`src/rtl/spi_slave_cfg.sv`:
```
// SPI slave with configurable word width, CPOL/CPHA and bit order. Pins are synchronised
// into clk; TX is double-buffered behind a valid/ready shadow register.
module spi_slave_cfg #(
   parameter int WIDTH     = 16,
   parameter int CPOL      = 0,
   parameter int CPHA      = 0,
   parameter int MSB_FIRST = 1
) (
   input  logic             clk,
   input  logic             reset,
   input  logic             sclk,
   input  logic             cs_bar,
   input  logic             mosi,
   output logic             miso,
   output logic             miso_oe,
   input  logic [WIDTH-1:0] tx_data,
   input  logic             tx_valid,
   output logic             tx_ready,
   output logic [WIDTH-1:0] rx_data,
   output logic             rx_valid,
   output logic             tx_done,
   output logic             tx_underrun,
   output logic             frame_abort
);
   localparam int             CW        = $clog2(WIDTH) + 1;
   localparam logic           SCLK_IDLE = 1'(CPOL);
   localparam logic [CW-1:0]  CNT_ZERO  = CW'(0);
   localparam logic [CW-1:0]  CNT_ONE   = CW'(1);
   localparam logic [CW-1:0]  LAST_BIT  = CW'(WIDTH - 1);
   localparam logic [WIDTH-1:0] WORD_ZERO = {WIDTH{1'b0}};

   typedef enum logic {ST_IDLE = 1'b0, ST_ACTIVE = 1'b1} state_t;

   logic [2:0]       sclk_sync_r, cs_sync_r;
   logic [1:0]       mosi_sync_r;
   state_t           state_r, state_nxt_s;
   logic [CW-1:0]    bit_cnt_r, bit_cnt_nxt_s;
   logic [WIDTH-1:0] tx_sr_r, tx_sr_nxt_s, rx_sr_r, rx_sr_nxt_s;
   logic [WIDTH-1:0] shadow_r, shadow_nxt_s, rx_data_r, rx_data_nxt_s;
   logic             tx_ready_r, tx_ready_nxt_s, hold_r, hold_nxt_s;
   logic             miso_r, miso_nxt_s, miso_oe_r, oe_nxt_s;
   logic             rx_valid_r, rx_valid_nxt_s, tx_done_r, tx_done_nxt_s;
   logic             underrun_r, underrun_nxt_s, abort_r, abort_nxt_s;
   logic             load_s, sclk_chg_s, lead_s, trail_s, sample_evt_s, shift_evt_s;
   logic             cs_fall_s, cs_rise_s;

   assign sclk_chg_s   = sclk_sync_r[1] ^ sclk_sync_r[2];
   assign lead_s       = sclk_chg_s & (sclk_sync_r[1] != SCLK_IDLE);
   assign trail_s      = sclk_chg_s & (sclk_sync_r[1] == SCLK_IDLE);
   assign sample_evt_s = (CPHA == 0) ? lead_s : trail_s;
   assign shift_evt_s  = (CPHA == 0) ? trail_s : lead_s;
   assign cs_fall_s    = cs_sync_r[2] & ~cs_sync_r[1];
   assign cs_rise_s    = ~cs_sync_r[2] & cs_sync_r[1];

   // Two-flop pin synchronisers plus a third stage for edge detection
   always_ff @(posedge clk) begin
      if (reset) begin
         sclk_sync_r <= {3{SCLK_IDLE}};
         cs_sync_r   <= 3'b111;
         mosi_sync_r <= 2'b00;
      end else begin
         sclk_sync_r <= {sclk_sync_r[1:0], sclk};
         cs_sync_r   <= {cs_sync_r[1:0], cs_bar};
         mosi_sync_r <= {mosi_sync_r[0], mosi};
      end
   end

   // Frame FSM, shift registers, shadow handshake and flag pulses
   always_comb begin
      state_nxt_s    = state_r;
      bit_cnt_nxt_s  = bit_cnt_r;
      tx_sr_nxt_s    = tx_sr_r;
      rx_sr_nxt_s    = rx_sr_r;
      rx_data_nxt_s  = rx_data_r;
      shadow_nxt_s   = shadow_r;
      tx_ready_nxt_s = tx_ready_r;
      hold_nxt_s     = hold_r;
      oe_nxt_s       = miso_oe_r;
      rx_valid_nxt_s = 1'b0;
      tx_done_nxt_s  = 1'b0;
      underrun_nxt_s = 1'b0;
      abort_nxt_s    = 1'b0;
      load_s         = 1'b0;
      miso_nxt_s     = 1'b0;
      case (state_r)
         ST_IDLE: begin
            if (cs_fall_s) begin
               state_nxt_s   = ST_ACTIVE;
               oe_nxt_s      = 1'b1;
               bit_cnt_nxt_s = CNT_ZERO;
               rx_sr_nxt_s   = WORD_ZERO;
               hold_nxt_s    = (CPHA != 0);
               load_s        = 1'b1;
            end else begin
               state_nxt_s = ST_IDLE;
            end
         end
         ST_ACTIVE: begin
            if (cs_rise_s) begin
               state_nxt_s   = ST_IDLE;
               oe_nxt_s      = 1'b0;
               abort_nxt_s   = (bit_cnt_r != CNT_ZERO);
               bit_cnt_nxt_s = CNT_ZERO;
               rx_sr_nxt_s   = WORD_ZERO;
            end else if (sample_evt_s) begin
               if (MSB_FIRST != 0) begin
                  rx_sr_nxt_s = {rx_sr_r[WIDTH-2:0], mosi_sync_r[1]};
               end else begin
                  rx_sr_nxt_s = {mosi_sync_r[1], rx_sr_r[WIDTH-1:1]};
               end
               if (bit_cnt_r == LAST_BIT) begin
                  bit_cnt_nxt_s  = CNT_ZERO;
                  rx_data_nxt_s  = rx_sr_nxt_s;
                  rx_valid_nxt_s = 1'b1;
                  tx_done_nxt_s  = (CPHA != 0);
               end else begin
                  bit_cnt_nxt_s = bit_cnt_r + CNT_ONE;
               end
            end else if (shift_evt_s) begin
               // bit_cnt==0 on a shift edge means a word boundary
               if (bit_cnt_r != CNT_ZERO) begin
                  if (MSB_FIRST != 0) begin
                     tx_sr_nxt_s = {tx_sr_r[WIDTH-2:0], 1'b0};
                  end else begin
                     tx_sr_nxt_s = {1'b0, tx_sr_r[WIDTH-1:1]};
                  end
               end else if (hold_r) begin
                  hold_nxt_s = 1'b0;
               end else begin
                  load_s        = 1'b1;
                  tx_done_nxt_s = (CPHA == 0);
               end
            end else begin
               state_nxt_s = ST_ACTIVE;
            end
         end
         default: state_nxt_s = ST_IDLE;
      endcase
      if (load_s) begin
         if (!tx_ready_r) begin
            tx_sr_nxt_s    = shadow_r;
            tx_ready_nxt_s = 1'b1;
         end else begin
            tx_sr_nxt_s    = WORD_ZERO;
            underrun_nxt_s = 1'b1;
         end
      end else begin
         underrun_nxt_s = 1'b0;
      end
      if (tx_valid && tx_ready_r) begin
         shadow_nxt_s   = tx_data;
         tx_ready_nxt_s = 1'b0;
      end else begin
         shadow_nxt_s = shadow_r;
      end
      // With CPHA=1 the first bit is withheld until the first leading edge
      if (oe_nxt_s && !hold_nxt_s) begin
         miso_nxt_s = (MSB_FIRST != 0) ? tx_sr_nxt_s[WIDTH-1] : tx_sr_nxt_s[0];
      end else begin
         miso_nxt_s = 1'b0;
      end
   end

   // State and output registers
   always_ff @(posedge clk) begin
      if (reset) begin
         state_r    <= ST_IDLE;
         bit_cnt_r  <= CNT_ZERO;
         tx_sr_r    <= WORD_ZERO;
         rx_sr_r    <= WORD_ZERO;
         rx_data_r  <= WORD_ZERO;
         shadow_r   <= WORD_ZERO;
         tx_ready_r <= 1'b1;
         hold_r     <= 1'b0;
         miso_r     <= 1'b0;
         miso_oe_r  <= 1'b0;
         rx_valid_r <= 1'b0;
         tx_done_r  <= 1'b0;
         underrun_r <= 1'b0;
         abort_r    <= 1'b0;
      end else begin
         state_r    <= state_nxt_s;
         bit_cnt_r  <= bit_cnt_nxt_s;
         tx_sr_r    <= tx_sr_nxt_s;
         rx_sr_r    <= rx_sr_nxt_s;
         rx_data_r  <= rx_data_nxt_s;
         shadow_r   <= shadow_nxt_s;
         tx_ready_r <= tx_ready_nxt_s;
         hold_r     <= hold_nxt_s;
         miso_r     <= miso_nxt_s;
         miso_oe_r  <= oe_nxt_s;
         rx_valid_r <= rx_valid_nxt_s;
         tx_done_r  <= tx_done_nxt_s;
         underrun_r <= underrun_nxt_s;
         abort_r    <= abort_nxt_s;
      end
   end

   assign miso        = miso_r;
   assign miso_oe     = miso_oe_r;
   assign tx_ready    = tx_ready_r;
   assign rx_data     = rx_data_r;
   assign rx_valid    = rx_valid_r;
   assign tx_done     = tx_done_r;
   assign tx_underrun = underrun_r;
   assign frame_abort = abort_r;
endmodule

```
`config.mk`:
```
export PLATFORM = sky130hd
export DESIGN_NAME = spi_slave_cfg
export DESIGN_NICKNAME = d
export VERILOG_FILES = /design/src/rtl/spi_slave_cfg.sv
export SDC_FILE = /design/constraint.sdc
export NUM_CORES = 1
export LEC_CHECK = 0
export BUFFER_PORTS_ARGS = -buffer_cell sky130_fd_sc_hd__buf_2
export CAP_MARGIN = 10
export CORE_MARGIN = 2
export CORE_UTILIZATION = 53
export CTS_BUF_LIST = sky130_fd_sc_hd__clkbuf_2
export DETAILED_ROUTE_END_ITERATION = 6
export PLACE_DENSITY = 0.82
export SETUP_SLACK_MARGIN = 0.15
export SKIP_LAST_GASP = 1
export SLEW_MARGIN = 20
export SYNTH_ARGS = -nofsm -noshare
export SYNTH_HDL_FRONTEND = slang
export SYNTH_SLANG_ARGS = --single-unit
```
`constraint.sdc`:
```
create_clock -name clk -period 1.8 [get_ports clk]
set_input_delay 0.18 -clock clk [delete_from_list [all_inputs] [get_ports clk]]
set_output_delay 0.18 -clock clk [all_outputs]
set_load 0.01 [all_outputs]
```
* Yosys cells after proc, flatten, opt, wreduce, memory -nomap -nowiden
Cells that the tools add are included.
** Storage, ports and cells
- Flip-flop bits (word level) :: 85
- Output and inout port bits :: 23
- Logic and storage cells :: 91
** Cells by class
- $add $sub $neg :: 1
- Bitwise gates (word level) :: 13
- Reduce and logical (&&, ||, !) cells :: 16
- Mux-type cells :: 38
- Equality and inequality tests :: 5
** Operators by type and width (number)
- $mux W16 :: 7
- $mux W15 :: 3
- $pmux W15 S2 :: 1
- $mux W5 :: 4
- $mux W1 :: 18
- $pmux W5 S2 :: 1
- $not A1 Y1 :: 8
- $pmux W1 S2 :: 4
- $reduce_bool A2 Y1 :: 4
- $ne A2 B2 Y1 const B :: 3
- $reduce_or A2 Y1 :: 3
- $add A5 B1 Y5 const B :: 1
- $eq A5 B4 Y1 const B :: 1
- $reduce_and A5 Y1 :: 1
- $reduce_bool A5 Y1 :: 1
- $and A1 B1 Y1 :: 4
- $reduce_and A4 Y1 :: 1
- $reduce_or A4 Y1 :: 1
- $ne A3 B1 Y1 const B :: 1
- $reduce_or A3 Y1 :: 1
- $logic_and A1 B1 Y1 :: 2
- $reduce_and A2 Y1 :: 1
- $logic_not A1 Y1 :: 1
- $xor A1 B1 Y1 :: 1

* Depth between registers and ports, before layout
Gate-level depths: netlist of run 1.
- Depth after elaboration :: 10
- Mapped depth :: 8
- Depth with buffers taken out :: 7

* Worst setup path after synthesis of run 1
No wires, ideal clock.
- Kind :: register -> register
- From :: register bit_cnt_r[0]
- To :: register tx_sr_r[12]
- Path buffers :: 1
- Library setup time :: 132 ps
- Stages on the path, launching flop included :: 9
- Arrival :: 1587 ps
- Required time :: 1668 ps
- Path slack :: 81 ps
- Path through :: dfxtp_1 -> inv_1 -> ha_1 -> nor4b_4 -> nand2_1 -> a31o_2 -> clkbuf_1 -> nor2_1 -> nor3_1
** On the way
- Word-level cells in the longest chain between the ends :: 8
- Elaborated cells on any way between the ends :: 13
- Those cells by class :: 2 x eq/ne; 6 x mux; 5 x reduce/logical
** Ends and longest elaborated chain
- start: declaration :: RTL line 37 : logic [CW-1:0] bit_cnt_r, bit_cnt_nxt_s;
- start signal: assignment :: RTL line 183 : bit_cnt_r <= bit_cnt_nxt_s;
- $reduce_bool A5 Y1 * :: RTL line 121 : if (bit_cnt_r != CNT_ZERO) begin
- $mux W1
- $mux W1 :: RTL line 119 : end else if (shift_evt_s) begin
- $mux W1 :: RTL line 105 : end else if (sample_evt_s) begin
- $mux W1
- $pmux W1 S2 :: RTL line 85 : case (state_r)
- $ne A2 B2 Y1 (no source line) or $reduce_bool A2 Y1 (tied branches)
- $reduce_and A5 Y1 (no source line)
- end signal: assignment :: RTL line 184 : tx_sr_r <= tx_sr_nxt_s;
- end: declaration :: RTL line 38 : logic [WIDTH-1:0] tx_sr_r, tx_sr_nxt_s, rx_sr_r, rx_sr_nxt_s;
Mark *: on every way between the ends. The rest lies on a longest branch, timed or not.
A chain may end at the register's enable or synchronous reset.

* Worst setup path in the final report of run 1
- From :: register bit_cnt_r[0]
- To :: register tx_sr_r[10]
Same word-level chain as after synthesis.

==> results of run 1 <==
area by class of cell:
| class | instances | share of cell area |
|---|---|---|
| inverters | 5 | 0.004615 |
| multi-input cells | 219 | 0.3625 |
| flip-flops and latches | 85 | 0.4212 |
| repair buffers | 94 | 0.1649 |
| clock inverters | 6 | 0.01354 |
| well taps | 72 | 0.02215 |
| clock buffers | 9 | 0.01108 |
flip-flops by register name (all words and copies together), names as in the netlist:
signal       flops
bit_cnt_r        5
miso             1
rx_valid         1
shadow_r        16
frame_abort      1
tx_ready         1
tx_underrun      1
tx_done          1
tx_sr_r         16
mosi_sync_r      2
miso_oe          1
hold_r           1
rx_data         16
rx_sr_r         15
state_r          1
sclk_sync_r      3
cs_sync_r        3
layer usage:
metal	global-route usage	vias to the layer above
met5	0	-
met3	0.07778	7
met4	0.08136	0
met2	0.4133	67
li1	-	1352
met1	0.2392	1292
kinds of logic (layout without fill, tap and decap cells):
family	count (synthesis)	in the layout	synth area share
DFF	85	85	0.5449
buffers and inverters	27	114	0.04046
adders and majority gates	2	2	0.008012
AOI/OAI and AO/OA	84	84	0.1955
muxes	1	1	0.003205
and+or+nand+nor	132	132	0.2079
cell usage after synthesis (6+ instances only):
cell | count | area [um2]
a22oi_1 | 17 | 127.6
nand2_1 | 41 | 153.9
clkbuf_1 | 15 | 56.30
nor3_1 | 16 | 80.08
dfxtp_1 | 85 | 1702
a21oi_1 | 26 | 130.1
nor2b_1 | 6 | 37.54
a221oi_1 | 14 | 122.6
a22o_1 | 15 | 131.4
nor2_1 | 40 | 150.1
where the power goes:
part	internal, uW	switching [uW]	total, uW
clock	299	611	910
combinational	130	149	280
sequential	1940	41.0	1980
total	2370	801	3170
per-stage QoR:
| step | util | instance area (um2) | TNS (ns) |
|---|---|---|---|
| after floorplan | - | 3161 | 0 |
| after global placement | 0.6196 | 3475 | 0 |
| after detailed placement | 0.6196 | 3475 | 0 |
| after CTS | 0.7055 | 3956 | 0 |
| after global routing | 0.7251 | 4066 | -0.02735 |
| final | 0.7251 | 4066 | 0 |
what timing repair did:
item	4_1_cts	5_1_grt
hold endpoints to repair	19	0
pin swaps	10	4
setup buffers	11	5
resized for setup	20	17
endpoints found under the setup margin	33	35
hold buffers	19	0
path summary, 6_finish.rpt:
check | endpoint | start | depth (start not counted) | slack, ns
max | tx_sr_r[10] | bit_cnt_r[0] | 8 | 0.07
min | sclk_sync_r[1] | reset | 2 | 0.15
max reg2reg | tx_sr_r[10] | bit_cnt_r[0] | 8 | 0.07
min reg2reg | cs_sync_r[1] | cs_sync_r[0] | 1 | 0.41
==> flow_metrics.tcl, run 1 <==
set metrics [dict create \
    outcome "complete, no violations" \
    fmaxAchievable_mhz 578.1 \
    ios 45 \
    core-area_um2 5608 \
    ant_nets 0 \
    drc 0 \
    via_count 2718 \
    crit_required_ns 2.19 \
    grt_setup_unrepaired "true" \
    crit_type "flop to flop" \
    hp-class "primary input to flop" \
    grt_max_degree 33 \
    slew_violations 0 \
    start_kind "flop" \
    drt-pass1-iter-count 4 \
    fillers 426 \
    antennaDiodeCount 0 \
    fin_cells 490 \
    critPathMaxFanout 15 \
    finalHoldViolCount 0 \
    clkLatencyLatePin_ns 0.52 \
    synth.distinct_cells 40 \
    numPortBuffers 44 \
    p_leak_uw 0.001681 \
    finalCritPeriodShare 0.9610 \
    die_w_um 80.76 \
    synth_area_um2 3123 \
    finalWorstSetupSlack_ns 0.07017 \
    rows 27 \
    cp.arrival_ns 2.12 \
    layout_common_cells "dfxtp_1 (80), buf_2 (44), nand2_1 (40), nor2_1 (38), buf_4 (26)" \
    p_per_area_nw_per_um2 779.3 \
    place_hpwl_mm 4.210 \
    worstSetupEndpointType "flop" \
    layout_min_cycle_time_ns 1.730 \
    syn-num-nets 355 \
    sequential_cell_area_um2 1713 \
    drt_iter0_markers 124 \
    die_h_um 80.76 \
    synthArstFlopShare 0 \
    wl_met1_mm 3.094 \
    multi_input_area_um2 1474 \
    grt.overflow.total 0 \
    grt_first_pass_wirelength_mm 11.36 \
    layout_commonest_cell "dfxtp_1" \
    syn_inst 331 \
    synth_ff_type "dfxtp_1" \
    cts-root-buf "clkbuf_2" \
    setup-violations-final 0 \
    maxUsedRoutingLayer "met4" \
    hold_ws_ns 0.1467 \
    clockBufferDepth 2 \
    cap_violations 0 \
    crit_path_top_delay_cell "dfxtp_2" \
    wl_per_cell_um 15.05 \
    antenna_found_initial 0 \
    initial_utilization 0.5569 \
    total_power_uw 3169 \
    cp_num_buf_inv 2 \
    cts_tree "done" \
    pre_cts_slack_ns 0.01089 \
    dp.cells 440 \
    drive_above_1_share 0.3134 \
    finClkSkew_ns 0.02464 \
    synth-seq-cells 85 \
    path_clk_slew_ns 0.22 \
    nNetsFinal 438 \
    routed_wl_mm 7.374 \
    finalWeightedCongestion 0.8754 \
    slew_headroom 0.5849 \
    syn_to_final_growth_pct 30.21 \
    worstMarginPinSlew_ns 0.6227 \
    clock_sinks 85 \
    grt_usage 0.2254 \
    synth_edf_count 0 \
    cts_buffers 9 \
    yosysSeqAreaShare 0.5449 \
    fp.dieArea_um2 6522 \
    cp_top_family "compound AO/OA/AOI/OAI gates" \
    yosysWarningCount 0 \
    grt_pass1_vias 2644 \
    vias_per_cell 5.547 \
    syn_avg_cell_area_um2 9.435 \
    cp_cell_sequence "inv_2 > ha_4 > nor4b_4 > a41oi_2 > nor2_2 > buf_12 > a221oi_4 > nor3_1" \
    critPathMaxStageDelay_ns 0.39 \
    wl_met3_um 372 \
    wl_met2_mm 3.840 \
    htree_levels 3 \
    peakVddDrop_mv 0.6047 \
]
No activity file was read; power rests on OpenSTA's default activity.
==> run 2: changes to the inputs <==
CORE_UTILIZATION = 60   (was 53)
PLACE_DENSITY = 0.87   (was 0.82)
SLEW_MARGIN = not set   (was 20)
TNS_END_PERCENT = 20   (was not set)
clock period = 2.15 ns   (was 1.8 ns; I/O delays follow)
==> run 2 against run 1 <==
  * Critical endpoint is now rx_data[1]
  * Non-clock buffer count fell by 19
  * Utilization rose by 1.5 points
  * Die area down 11%
  * First-iteration DRC count increased by 31%
  * Largest power group unchanged
  * Clock skew is 0.0042 ns higher
  * Combinational power decreased by 27%
  * Worst setup slack improved by 0.21 ns
  * Global-route usage rose by 0.51 points
  * Cell area shrank 7.7%
  * Routed wire length fell by 13%
  * Largest cell class unchanged
==> flow_metrics.tcl, run 2 (synthesis results as in run 1) <==
set metrics [dict create \
    slew_violations 0 \
    crit_type "flop to flop" \
    worstSetupEndpointType "flop" \
    core-area_um2 5075 \
    routed_wl_mm 6.441 \
    switching_power_uw 704.0 \
    drt-pass1-iter-count 5 \
    cts-root-buf "clkbuf_2" \
    antenna_found_initial 0 \
    via_count 2633 \
    grt_max_degree 70 \
    grt_usage 0.2305 \
    drt_iter0_markers 163 \
    finalHoldViolCount 0 \
    crit_path_top_delay_cell "dfxtp_1" \
    ant_nets 0 \
    crit_required_ns 2.63 \
    cts_buffers 9 \
    grt_setup_unrepaired "false" \
    rows 26 \
    slew_headroom 0.5251 \
    clockBufferDepth 2 \
    fillers 391 \
    place_hpwl_mm 4.051 \
    wl_per_cell_um 13.70 \
    nNetsFinal 419 \
    drive_above_1_share 0.2200 \
    grt_pass1_vias 2433 \
    critPathMaxFanout 18 \
    finalCritPeriodShare 0.8709 \
    outcome "complete, no violations" \
    hp-class "primary input to flop" \
    p_int_uw 2005 \
    fp.dieArea_um2 5798 \
    cap_violations 0 \
    ios 45 \
    grt_first_pass_wirelength_mm 10.87 \
    peakVddDrop_mv 0.4612 \
    tns_ns 0 \
    p_clk_frac 0.314 \
    layout_min_cycle_time_ns 1.872 \
    cts_tree "done" \
    fmaxAchievable_mhz 534.1 \
    die_h_um 76.15 \
    p_leak_uw 0.001531 \
    htree_levels 3 \
    crit_start "cs_sync_r[2]" \
    antennaDiodeCount 0 \
    pre_cts_slack_ns 0.06954 \
    setup-violations-final 0 \
    die_w_um 76.15 \
    initial_utilization 0.6154 \
    clkLatencyLatePin_ns 0.53 \
    syn_to_final_growth_pct 20.23 \
    layout_commonest_cell "dfxtp_1" \
    path_clk_slew_ns 0.25 \
    reg2reg_from "cs_sync_r[2]" \
    start_kind "flop" \
    grt.overflow.total 0 \
    vias_per_cell 5.602 \
    critPathMaxStageDelay_ns 0.46 \
    worstMarginPinSlew_ns 0.7124 \
    swShare 0.2599 \
    pwr-share-comb 0.076 \
    p_per_area_nw_per_um2 721.4 \
    rrSetupSlack_ns 0.28 \
    cp_cell_sequence "nand2b_1 > nor3b_4 > buf_4 > nand2_1 > nor2_4 > buf_12 > a22o_1" \
    layout_common_cells "dfxtp_1 (84), buf_2 (44), nand2_1 (41), nor2_1 (39), a21oi_1 (25)" \
    numPortBuffers 44 \
    finalWorstSetupSlack_ns 0.2776 \
    finClkSkew_ns 0.02882 \
    cp.arrival_ns 2.35 \
    drc 0 \
    hp-start "reset" \
    clock_sinks 85 \
    finalWeightedCongestion 0.8644 \
    seq_power_share 0.610 \
]
[run 2: cell type report]
type | count | area (um2) | share of cell area
flip-flops and latches | 85 | 1703 | 0.4535
multi-input cells | 219 | 1301 | 0.3466
clock inverters | 7 | 78.83 | 0.02099
inverters | 5 | 18.77 | 0.004998
well taps | 70 | 87.58 | 0.02333
repair buffers | 75 | 520.5 | 0.1386
clock buffers | 9 | 45.04 | 0.01200
[run 2: power by group through the flow]
stage / clock network [uW] / registers, uW / logic, uW
after detailed placement: 0 / 1680 / 174
after floorplan: 0 / 1680 / 124
after global routing: 941 / 1660 / 231
after CTS: 874 / 1650 / 201
after global placement: 0 / 1680 / 168
final: 850 / 1650 / 205
[run 2: repair_timing]
| item | in CTS | in global routing |
|---|---|---|
| endpoints found under the hold margin | 19 | 0 |
| buffers inserted | 0 | 3 |
| pin swaps | 0 | 2 |
| resized for setup | 1 | 4 |
| gates cloned | 0 | 0 |
| hold buffers | 19 | 0 |
| endpoints found under the setup margin | 16 | 29 |
[run 2: path summary, 6_finish.rpt]
check	cells after the start	endpoint
worst max-delay path	7	rx_data[1]
worst min register to register	1	cs_sync_r[1]
worst min-delay path	3	rx_data[11]
worst max register to register	7	rx_data[1]
[run 2: layer usage]
layer  wire length, um  part of all wire  vias to the layer above  global-route usage
li1                  -                 -                     1308                   -
met1              2810              0.44                     1233              0.2803
met2              3191              0.50                       84              0.3893
met3               342             0.053                        8             0.06043
met4                96             0.015                        0             0.09636
met5                 0                 0                        -                   0
[run 2: per-stage QoR]
step                      power [uW]  utilization  instance area (um2)  hold WS [ns]  std cells
after floorplan                 1800            -                 3123        0.3188        331
after global placement          1848       0.6681                 3391        0.3939        432
after detailed placement        1857       0.6681                 3391        0.3969        432
after CTS                       2728       0.7308                 3709       0.06494        467
after global routing            2832       0.7399                 3755       0.05630        470
final                           2709       0.7399                 3755        0.1052        470
[run 2: critical path: cells and delay by family (launching register included)]
kind	cells	cell delay, ns
compound gates	1	0.14
simple gates	4	0.81
flops	1	0.46
buf+inv	2	0.41
